--- src/rtl/latch_array_ctrl.sv ---
// latch_array_ctrl: valid/ready front end, init sweep and gated-clock drive for a 16-entry latch array
module latch_array_ctrl_cg (
  input  logic clk,
  input  logic rst,
  input  logic en,
  output logic gclk
);
  logic en_l;
  // enable is captured while clk is high so the low-phase pulse can never glitch
  always_latch
    if (rst) en_l <= 1'b0;
    else if (clk) en_l <= en;
  assign gclk = en_l & ~clk;
endmodule

module latch_array_ctrl #(
  parameter int W = 8,
  parameter logic [W-1:0] INIT_VAL = '0
) (
  input  logic         clk,
  input  logic         rst,
  input  logic         wr_valid,
  output logic         wr_ready,
  input  logic [3:0]   wr_addr,
  input  logic [W-1:0] wr_data,
  input  logic         rd_valid,
  output logic         rd_ready,
  input  logic [3:0]   rd_addr,
  output logic [W-1:0] rd_data,
  output logic         rd_data_valid,
  output logic         init_done,
  output logic [W-1:0] DIN,
  output logic [15:0]  DGWCLK,
  output logic [15:0]  RWL,
  input  logic [W-1:0] DOUT
);
  typedef enum logic [1:0] {INIT, DRAIN, RUN} state_t;
  state_t state;
  logic [3:0] c, wa1, wa;
  logic [W-1:0] wd;
  logic [15:0] we2;
  logic v1, rdy, iss;
  assign wr_ready = rdy;
  assign rd_ready = rdy;
  assign init_done = rdy;
  assign iss = (state == INIT) | (wr_valid & rdy);
  assign wa = state == INIT ? c : wr_addr;
  assign wd = state == INIT ? INIT_VAL : wr_data;
  always_ff @(posedge clk or posedge rst)
    if (rst) begin
      state <= INIT;
      c <= '0;
      rdy <= 1'b0;
      v1 <= 1'b0;
      wa1 <= '0;
      DIN <= '0;
      we2 <= '0;
      RWL <= '0;
      rd_data <= '0;
      rd_data_valid <= 1'b0;
    end else begin
      if (state == INIT) begin
        c <= c + 4'd1;
        if (c == 4'd15) state <= DRAIN;
      end else if (state == DRAIN) begin
        c <= c + 4'd1;
        if (c == 4'd1) begin
          state <= RUN;
          rdy <= 1'b1;
          c <= '0;
        end
      end
      v1 <= iss;
      if (iss) begin
        DIN <= wd;
        wa1 <= wa;
      end
      we2 <= v1 ? 16'd1 << wa1 : '0;
      RWL <= (rd_valid & rdy) ? 16'd1 << rd_addr : '0;
      rd_data_valid <= |RWL;
      if (|RWL) rd_data <= DOUT;
    end
  for (genvar i = 0; i < 16; i++) begin : g_cg
    latch_array_ctrl_cg u_cg (.clk(clk), .rst(rst), .en(we2[i]), .gclk(DGWCLK[i]));
  end
endmodule

--- config.mk ---
export PLATFORM = sky130hd
export DESIGN_NAME = latch_array_ctrl
export DESIGN_NICKNAME = d
export VERILOG_FILES = /design/src/rtl/latch_array_ctrl.sv
export SDC_FILE = /design/constraint.sdc
export NUM_CORES = 1
export LEC_CHECK = 0
export CAP_MARGIN = 25
export CORE_MARGIN = 5
export CORE_UTILIZATION = 40
export DETAILED_ROUTE_END_ITERATION = 16
export PLACE_DENSITY_LB_ADDON = 0.3
export SLEW_MARGIN = 20
export SYNTH_ARGS = -nofsm -noshare
export SYNTH_HDL_FRONTEND = slang
export SYNTH_SLANG_ARGS = --single-unit
--- constraint.sdc ---
create_clock -name clk -period 2.8 [get_ports clk]
set_input_delay 0.42 -clock clk [delete_from_list [all_inputs] [get_ports clk]]
set_output_delay 0.42 -clock clk [all_outputs]
set_load 0.02 [all_outputs]
# Yosys cells after proc, flatten, opt, wreduce, memory -nomap -nowiden

Index checks and enable logic that the tools add are counted.
Widths: inputs -> output; s select.

Output and inout port bits: 52
Flip-flop bits (word level): 61
Logic and storage cells: 105
Bits in latches: 16
Input port bits: 28

Bitwise operators: 21
Add/sub/neg operators: 1
Muxes and demuxes: 45
Reductions and logical operators: 6
Eq/ne operators: 4
Shifts and indexed selects: 2

Operator list:

| kind                 | number |
|---|---|
| $mux 1               | 34 |
| $mux 16              | 2 |
| $shl 1x4->16 const A | 2 |
| $and 1x1->1          | 18 |
| $mux 4               | 4 |
| $reduce_or 16->1     | 1 |
| $mux 2               | 4 |
| $mux 8               | 1 |
| $reduce_and 3->1     | 2 |
| $add 4x1->4 const B  | 1 |
| $eq 4x1->1 const B   | 1 |
| $eq 4x4->1 const B   | 1 |
| $reduce_bool 2->1    | 2 |
| $eq 2x1->1 const B   | 1 |
| $logic_not 2->1      | 1 |
| $ne 2x1->1 const B   | 1 |
| $not 1->1            | 2 |
| $or 1x1->1           | 1 |

# Longest topological paths before layout

Gate-level depths: netlist of run 1.

Depth in word-level cells: 4
Mapped depth: 5
Gate-level depth less buffers: 5

# Hierarchy

From an unflattened synthesis of run 1, not the netlist that was laid out.

Cells, all modules: 251
Area, all modules: 2821.5 µm²

Modules (own cells, without submodules):

| module              | instances | cells each | area each (µm²) |
|---|---|---|---|
| latch_array_ctrl    | 1         | 187        | 2240.9 |
| latch_array_ctrl_cg | 16        | 4          | 36.3 |

==> results of run 1 <==
[registers in the layout, indices dropped and copies added, names as in the netlist]
signal and count:
RWL 16, c 4, v1 1, state 2
we2 16, rd_data 8, wa1 4, DIN 8
init_done 1, g_cg.u_cg.en_l 16, rd_data_valid 1
[logic make-up after synthesis]
| group | count (synthesis) | share of synthesized area, % |
|---|---|---|
| and+or+nand+nor | 113 | 20.7 |
| DFF | 61 | 54.3 |
| buffers and inverters | 27 | 6.19 |
| AOI/OAI and AO/OA | 21 | 4.36 |
| latches | 16 | 8.55 |
| muxes | 12 | 4.63 |
| adders and majority gates | 2 | 0.890 |
| xor gates and xnor gates | 1 | 0.312 |
[area by class of cell]
cell class | count | area (um2) | share of cell area [%]
inverter | 4 | 15.0 | 0.355
multi-input combinational | 149 | 940 | 22.2
clock inverter | 10 | 76.3 | 1.80
sequential | 77 | 1770 | 41.7
timing repair buffer | 69 | 688 | 16.3
tap | 96 | 120 | 2.84
clock buffer | 47 | 627 | 14.8
[metrics by stage]
step,setup WS [ps],hold slack (ps),setup TNS [ps],cell area [um2],utilization (%)
6_report,0,255,0,4230,62.0
4_1_cts,0,249,0,4200,61.5
3_3_place_gp,0,491,0,3610,52.9
3_5_place_dp,0,499,0,3610,52.9
2_1_floorplan,0,478,0,2810,-
5_1_grt,-9.06,279,-9.06,4230,62.0
[power breakdown]
part,switching (mW),internal (mW),total (mW),leakage [nW]
Clock,0.726,1.20,1.93,0.420
Combinational,0.155,0.164,0.319,0.569
Sequential,0.0362,1.02,1.06,0.908
[worst min path at each step]
| stage | end | slack [ps] | depth (start not counted) |
|---|---|---|---|
| after floorplan | c[3] | 480 | 1 |
| after global placement | rd_data[3] | 490 | 1 |
| after detailed placement | rd_data[6] | 500 | 1 |
| after CTS | rd_data[0] | 250 | 3 |
| after global routing | rd_data[3] | 280 | 3 |
| final | rd_data[0] | 250 | 3 |
[critical path, cell delays in order]
cell	delay, ps
clkdlybuf4s50_1	440
buf_4	180
nor2b_1	120
[cells in the mapped netlist]
library cell | instances | share of area (%)
a21boi_0 | 1 | 0.27
xnor2_1 | 1 | 0.31
nand3b_1 | 3 | 0.80
clkbuf_2 | 1 | 0.18
clkbuf_1 | 3 | 0.40
o21ai_0 | 7 | 1.2
ha_1 | 2 | 0.89
buf_4 | 19 | 5.1
nand4_2 | 1 | 0.45
nand4_1 | 2 | 0.45
or3b_2 | 1 | 0.31
nor2b_1 | 32 | 7.1
o31ai_1 | 1 | 0.27
a22o_1 | 1 | 0.31
nor3_1 | 8 | 1.4
nor4_1 | 4 | 0.89
and2_0 | 1 | 0.22
o22ai_1 | 1 | 0.22
nand4b_1 | 2 | 0.62
mux2i_1 | 4 | 1.4
nand2_1 | 26 | 3.5
nand2b_1 | 4 | 0.89
nand3_1 | 1 | 0.18
inv_1 | 4 | 0.53
nor2_1 | 26 | 3.5
dlxtp_1 | 16 | 8.5
a31o_2 | 2 | 0.62
mux2_2 | 8 | 3.2
a21oi_1 | 8 | 1.4
or3_1 | 1 | 0.22
or2_2 | 1 | 0.22
dfrtp_1 | 61 | 54
[layer usage]
metal | vias to the layer above | wire length (um) | global-route usage (%)
li1 | 1012 | - | -
met1 | 964 | 2540 | 18.0
met2 | 88 | 3050 | 21.2
met3 | 32 | 474 | 10.7
met4 | 0 | 354 | 20.5
met5 | - | 0 | 0
[placed cells by master, fill, tap and decap left out, types with 2 or more instances in the layout]
| master | n |
|---|---|
| ha_1 | 2 |
| nand4_1 | 2 |
| buf_4 | 12 |
| clkbuf_8 | 24 |
| nor2b_1 | 20 |
| buf_2 | 3 |
| mux2i_1 | 4 |
| o21ai_0 | 7 |
| clkinv_2 | 3 |
| clkinvlp_4 | 3 |
| nor4_1 | 4 |
| dlxtp_1 | 16 |
| inv_1 | 3 |
| nor3_1 | 8 |
| nor2_1 | 26 |
| nand2b_1 | 4 |
| nand4b_1 | 2 |
| nor2b_4 | 8 |
| nand2_1 | 26 |
| a31o_2 | 2 |
| buf_6 | 7 |
| clkbuf_16 | 6 |
| dfrtp_1 | 61 |
| nor2b_2 | 4 |
| nand3b_1 | 3 |
| mux2_2 | 8 |
| a21oi_1 | 8 |
| clkdlybuf4s50_1 | 63 |
[what timing repair did]
item / CTS / global route
buffers inserted: 1 / 0
endpoints found under the setup margin: 16 / 5
pin swaps: 0 / 0
gates resized for setup: 96 / 7
==> impl_metrics.yaml, run 1 <==
outcome:
  status: "finished clean"
critical_path:
  critPathKind: "in2latch"
  r2r_setup_slack_ps: 0
  worstSetupEndpoint: "g_cg[1].u_cg.en_l"
  cp-start-kind: "primary input"
  crit_arrival_ps: 1160
  reg2reg_to: "g_cg[2].u_cg.en_l"
  critical_path.startpoint: "rst"
  path_max_fanout: 10
  reg2reg_from: "we2[2]"
  required_ps: 1160
  rr_worst_depth: 1
  endpoint_kind: "latch"
floorplanning:
  die_area_mm2: 0.00880
  die_x_um: 93.8
  core_mm2: 0.00683
  std_cell_rows: 30
  chipHeight_um: 93.8
  ios: 80
  start_util_pct: 41.1
synth:
  yosys_warnings: 0
  ys_types: 32
  ys_ff_latch: 77
  syn_avg_cell_area_um2: 11.1
  synth_fp_nets: 283
  syn_inst: 253
  synth_area_mm2: 0.00281
clock_network:
  clk-insertion-delay-late_ps: 980
  cts_hold_buffers: 0
  cts_tree: "yes"
  clkSlewWorstSetupHoldPaths_ps: 70
grt:
  grt_max_degree: 29
  grt_pass1_vias: 2418
  grt_pass1_wl_mm: 10.8
  antenna_found_initial: 0
  grt_use_total_pct: 17.2
  grt-ovfl-total: 0
timing:
  skew_ps: 332
  worstMarginPinSlew_ps: 412
  slew_viol_final: 0
  setup_viol: 0
  hold_viol_final: 0
  maxSlewHeadroom_pct: 72.3
route:
  drc: 0
  detail_route.iter0.violations: 59
  antenna_left: 0
  via_count: 2096
  wl_per_cell_um: 14.2
  routed_wl_mm: 6.43
  vias_per_cell: 4.64
  drtPass1Iterations: 4
flow_run:
  drv_cap: 0
finish:
  syn2layout_area_growth_pct: 50.6
  fin_nets: 377
  final_layout_size_suffix_gt1_share_pct: 24.7
  nFillCells: 548
  instances_no_fill: 452
  n_antenna_cell: 0
pwr:
  total_power_mw: 3.30
  vdd_drop_max_uv: 402
  leakage_nw: 1.90
  power_density_mw_per_mm2: 780
place:
  dp.final_hpwl_mm: 3.96
  io_buffer_count: 79
  dp.cells: 410
  routabilityCongestion: 0.788
min_path:
  holdCritPathClass: "in2async"
(Power assumes the default switching activity.)
==> run 2: changes to the inputs <==
SYNTH_HIERARCHICAL = 1   (was unset)
==> run 2 against run 1 <==
Synthesized cell count shrank 0.79%; setup slack did not move; clock skew is 120 ps lower; combinational power hardly changed; routed wire length fell by 6.8%; sequential cell count stayed put; critical endpoint is now g_cg[0].u_cg/en_l.
==> impl_metrics.yaml, run 2 <==
outcome:
  status: "finished clean"
grt:
  grt_max_degree: 34
  grt_use_total_pct: 14.8
  grt-ovfl-total: 0
  grt_pass1_vias: 2408
  grt_pass1_wl_mm: 9.95
  antenna_found_initial: 0
synth:
  synthDominantCellAreaShare_pct: 54.1
  synthArstFlopShare_pct: 79.2
  yosys-top-cells-area: "dfrtp_1 54%, dlxtp_1 8.5%, and2b_2 5.0%, nor2b_1 3.8%, nand2_1 3.6%"
  synth_area_mm2: 0.00282
  synth_edf_count: 0
  synth_fp_nets: 281
  yosys_warnings: 6
  syn_inst: 251
  synth_top_area_cell: "dfrtp_1"
  ys_ff_latch: 77
  ys_dominant_reg_cell: "dfrtp_1"
  synth.most_common_cell: "dfrtp_1"
  synth_common_cells: "61 x dfrtp_1, 27 x nand2_1, 26 x nor2_1"
  ys_types: 30
  syn_avg_cell_area_um2: 11.2
floorplanning:
  die_x_um: 94.0
  chipHeight_um: 94.0
  std_cell_rows: 30
  start_util_pct: 41.3
  core_mm2: 0.00683
  ios: 80
  die_area_mm2: 0.00883
finish:
  n_antenna_cell: 0
  reg_top3: "RWL: 16 flops, g_cg.u_cg/en_l: 16 flops, we2: 16 flops"
  fin_nets: 380
  final_layout_size_suffix_gt1_share_pct: 15.9
  fin_area_mm2: 0.00419
  fin_util_pct: 61.3
  syn2layout_area_growth_pct: 48.4
  seq_area_mm2: 0.00177
  layout_commonest_cell: "clkdlybuf4s50_1"
  layout_common_cells: "63 x clkdlybuf4s50_1, 61 x dfrtp_1, 27 x nand2_1"
  nFillCells: 584
  multi_input_area_mm2: 0.00101
timing:
  finalSetupTns_ps: 0
  maxSlewHeadroom_pct: 38.9
  worstMarginPinSlew_ps: 913
  timing.final.ws_setup_ps: 0
  slew_viol_final: 0
  skew_ps: 211
  hold_viol_final: 0
  setup_viol: 0
  rsz0062_at_grt: "no"
clock_network:
  cts_tree: "yes"
  clk-insertion-delay-late_ps: 630
  cts_resized: 16
  cts_hold_buffers: 0
  post_cts_buffers: 0
  clkSlewWorstSetupHoldPaths_ps: 70
pwr:
  total_power_mw: 3.10
  vdd_drop_max_uv: 307
  power_density_mw_per_mm2: 740
  leakage_nw: 1.95
route:
  vias_per_cell: 4.57
  wl_per_cell_um: 13.2
  wl_met3_um: 507
  drtPass1Iterations: 4
  wl_met2_mm: 2.93
  drc: 0
  antenna_left: 0
  routed_wl_mm: 5.99
  via_count: 2077
  detail_route.iter0.violations: 68
  highest_layer: "met4"
  met1_length_mm: 2.42
critical_path:
  crit_chain: "clkdlybuf4s50_1, buf_12, and2b_2"
  path_max_fanout: 33
  cp_num_buf_inv: 2
  cp_top_family: "buffers and inverters"
  critPathKind: "in2latch"
  cp-start-kind: "primary input"
  endpoint_kind: "latch"
  max_stage_delay_ps: 500
  required_ps: 1320
  cp_slowest_cell: "clkdlybuf4s50_1"
  crit_arrival_ps: 1320
flow_run:
  drv_cap: 0
place:
  io_buffer_count: 79
  routabilityCongestion: 0.750
  dp.final_hpwl_mm: 4.14
  dpl_worst_slack_ps: -59.0
  placed_cell_area_mm2: 0.00374
min_path:
  holdCritPathClass: "reg2reg"
## run 2: cell count changes in the layout (fill, tap and decap cells not counted), moves of 3 or more
cell	previous run	this run
buf_2	3	0
and2b_2	0	16
dlygate4sd2_1	0	16
nor2b_1	20	17
clkbuf_1	0	3
clkbuf_8	24	15
nor2b_2	4	0
buf_4	12	0
clkinvlp_4	3	0
nor2b_4	8	0
buf_6	7	0
or2_1	0	16
## run 2: logic make-up after synthesis
logic type	Yosys count	synth area share (%)
XOR/XNOR	1	0.310
AND/OR/NAND/NOR	131	26.2
latches	16	8.51
multiplexers	13	4.97
AO/OA/AOI/OAI	19	3.55
flip-flops	61	54.1
adder cells (fa/ha/maj)	2	0.887
buffers and inverters	8	1.51
## run 2: per-stage QoR
step / cells / hold slack [ps]
2_1_floorplan: 251 / 491
3_3_place_gp: 423 / 490
3_5_place_dp: 423 / 497
4_1_cts: 454 / 511
5_1_grt: 454 / 529
6_report: 454 / 507
## run 2: path summary, 6_finish.rpt
| kind | from | slack, ps | cells after the start | end |
|---|---|---|---|---|
| setup / recovery | rst | 0 | 3 | g_cg[0].u_cg/en_l |
| hold / removal | rd_data[3] | 510 | 1 | rd_data[3] |
| setup reg to reg | we2[6] | 0 | 1 | g_cg[6].u_cg/en_l |
| hold reg to reg | rd_data[3] | 510 | 1 | rd_data[3] |
| max in group gated | rst | 720 | 2 | clock gate |
| max in group asynchronous | rst | 1580 | 4 | we2[1] |
| min in group asynchronous | rst | 620 | 3 | we2[7] |
| min in group gated | rst | 3450 | 2 | clock gate |
## run 2: final cells by class
cell class                 instances  share of cell area, %
sequential                        77                   42.2
multi-input combinational        166                   24.2
timing repair buffer              65                   16.0
clock buffer                      42                   13.3
tap                               96                   2.87
clock inverter                     5                   1.17
inverter                           3                  0.269
## run 2: per-layer routing
metal  vias to the layer above  global-route usage (%)
met1                       970                    15.3
met5                         -                       0
met2                        67                    20.9
met4                         0                    12.5
li1                       1027                       -
met3                        13                    9.29
## run 2: where the power goes
group | internal, mW | switching (mW) | leakage [nW] | total (mW)
Combinational | 0.166 | 0.154 | 0.598 | 0.319
Clock | 1.14 | 0.581 | 0.442 | 1.72
Sequential | 1.02 | 0.0329 | 0.908 | 1.06
==> run 3: changes to the inputs <==
MAX_ROUTING_LAYER = met4   (was unset)
==> run 3 against run 2 <==
Sequential cell count stayed put; routed wire length barely moved; clock power is essentially flat; sequential power is essentially flat; hold slack about the same; non-clock buffer count is the same; core utilization is the same; combinational power about the same; cell area unchanged; largest power group unchanged.
==> impl_metrics.yaml, run 3 (synthesis gave the netlist of run 2 again) <==
grt:
  grt_pass1_vias: 2408
  grt_use_total_pct: 15.3
  grt_max_degree: 34
  antenna_found_initial: 0
  grt_pass1_wl_mm: 9.94
  grt-ovfl-total: 0
critical_path:
  cp_slowest_cell: "clkdlybuf4s50_1"
  required_ps: 1320
  cp_top_family: "buffers and inverters"
  max_stage_delay_ps: 500
  r2r_setup_slack_ps: 0
  path_max_fanout: 33
  critical_path.startpoint: "rst"
  crit_chain: "clkdlybuf4s50_1, buf_12, and2b_2"
  reg2reg_from: "we2[6]"
  endpoint_kind: "latch"
  cp-start-kind: "primary input"
  rr_worst_depth: 1
  crit_arrival_ps: 1320
  critPathKind: "in2latch"
  reg2reg_to: "g_cg[6].u_cg/en_l"
  cp_num_buf_inv: 2
finish:
  seq_area_mm2: 0.00177
  fin_util_pct: 61.3
  reg_top3: "RWL: 16 flops, g_cg.u_cg/en_l: 16 flops, we2: 16 flops"
  instances_no_fill: 454
  nFillCells: 584
  syn2layout_area_growth_pct: 48.4
  multi_input_area_mm2: 0.00101
  fin_area_mm2: 0.00419
  n_antenna_cell: 0
  layout_common_cells: "63 x clkdlybuf4s50_1, 61 x dfrtp_1, 27 x nand2_1"
  layout_commonest_cell: "clkdlybuf4s50_1"
  final_layout_size_suffix_gt1_share_pct: 15.9
  fin_nets: 380
pwr:
  vdd_drop_max_uv: 307
  leakage_nw: 1.95
  power_density_mw_per_mm2: 739
  total_power_mw: 3.10
floorplanning:
  std_cell_rows: 30
  ios: 80
  start_util_pct: 41.3
  chipHeight_um: 94.0
  core_mm2: 0.00683
  die_area_mm2: 0.00883
  die_x_um: 94.0
route:
  wl_per_cell_um: 13.2
  vias_per_cell: 4.59
  drc: 0
  detail_route.iter0.violations: 74
  via_count: 2083
  antenna_left: 0
  routed_wl_mm: 5.99
  drtPass1Iterations: 4
timing:
  fin_hold_ws_ps: 507
  timing.final.ws_setup_ps: 0
  hold_viol_final: 0
  worstMarginPinSlew_ps: 907
  finalSetupTns_ps: 0
  skew_ps: 212
  maxSlewHeadroom_pct: 39.3
  rsz0062_at_grt: "no"
  slew_viol_final: 0
  setup_viol: 0
clock_network:
  clkSlewWorstSetupHoldPaths_ps: 70
  cts_tree: "yes"
  post_cts_buffers: 0
  cts_hold_buffers: 0
  clk-insertion-delay-late_ps: 630
min_path:
  holdCritPathClass: "reg2reg"
  hp-start: "rd_data[3]"
  hold_depth: 1
  hold_end: "rd_data[3]"
place:
  routabilityCongestion: 0.759
  dp.cells: 423
  dpl_worst_slack_ps: -59.0
  dp.final_hpwl_mm: 4.14
  placed_cell_area_mm2: 0.00374
  io_buffer_count: 79
outcome:
  status: "finished clean"
flow_run:
  drv_cap: 0
run 3: cell counts in the layout (fill, tap and decap cells not counted):
Identical to the previous run, type by type.
run 3: where the power goes:
group	leakage, nW	internal [mW]	switching (mW)
Sequential	0.908	1.02	0.0329
Combinational	0.598	0.166	0.154
Clock	0.442	1.14	0.581
run 3: area by class of cell:
class | count | share of cell area, %
clock buffer | 42 | 13.3
clock inverter | 5 | 1.17
inverter | 3 | 0.269
tap | 96 | 2.87
timing repair buffer | 65 | 16.0
multi-input combinational | 166 | 24.2
sequential | 77 | 42.2
run 3: how the worst max path moves through the flow:
stage                         end  cells after the start
2_1_floorplan   g_cg[0].u_cg/en_l                      1
3_3_place_gp   g_cg[13].u_cg/en_l                      3
3_5_place_dp   g_cg[15].u_cg/en_l                      3
4_1_cts         g_cg[0].u_cg/en_l                      3
5_1_grt         g_cg[0].u_cg/en_l                      3
6_report        g_cg[0].u_cg/en_l                      3
run 3: per-layer routing:
layer | up-vias | track usage [%] | part of all wire (%)
li1 | 1027 | - | -
met1 | 977 | 15.4 | 41
met2 | 64 | 20.9 | 49
met3 | 15 | 9.21 | 8.1
met4 | 0 | 12.5 | 2.2
met5 | - | - | 0
run 3: repair_timing:
action | 4_1_cts | 5_1_grt
hold endpoints to repair | 0 | 0
resized for setup | 16 | 0
setup endpoints to repair | 17 | 0
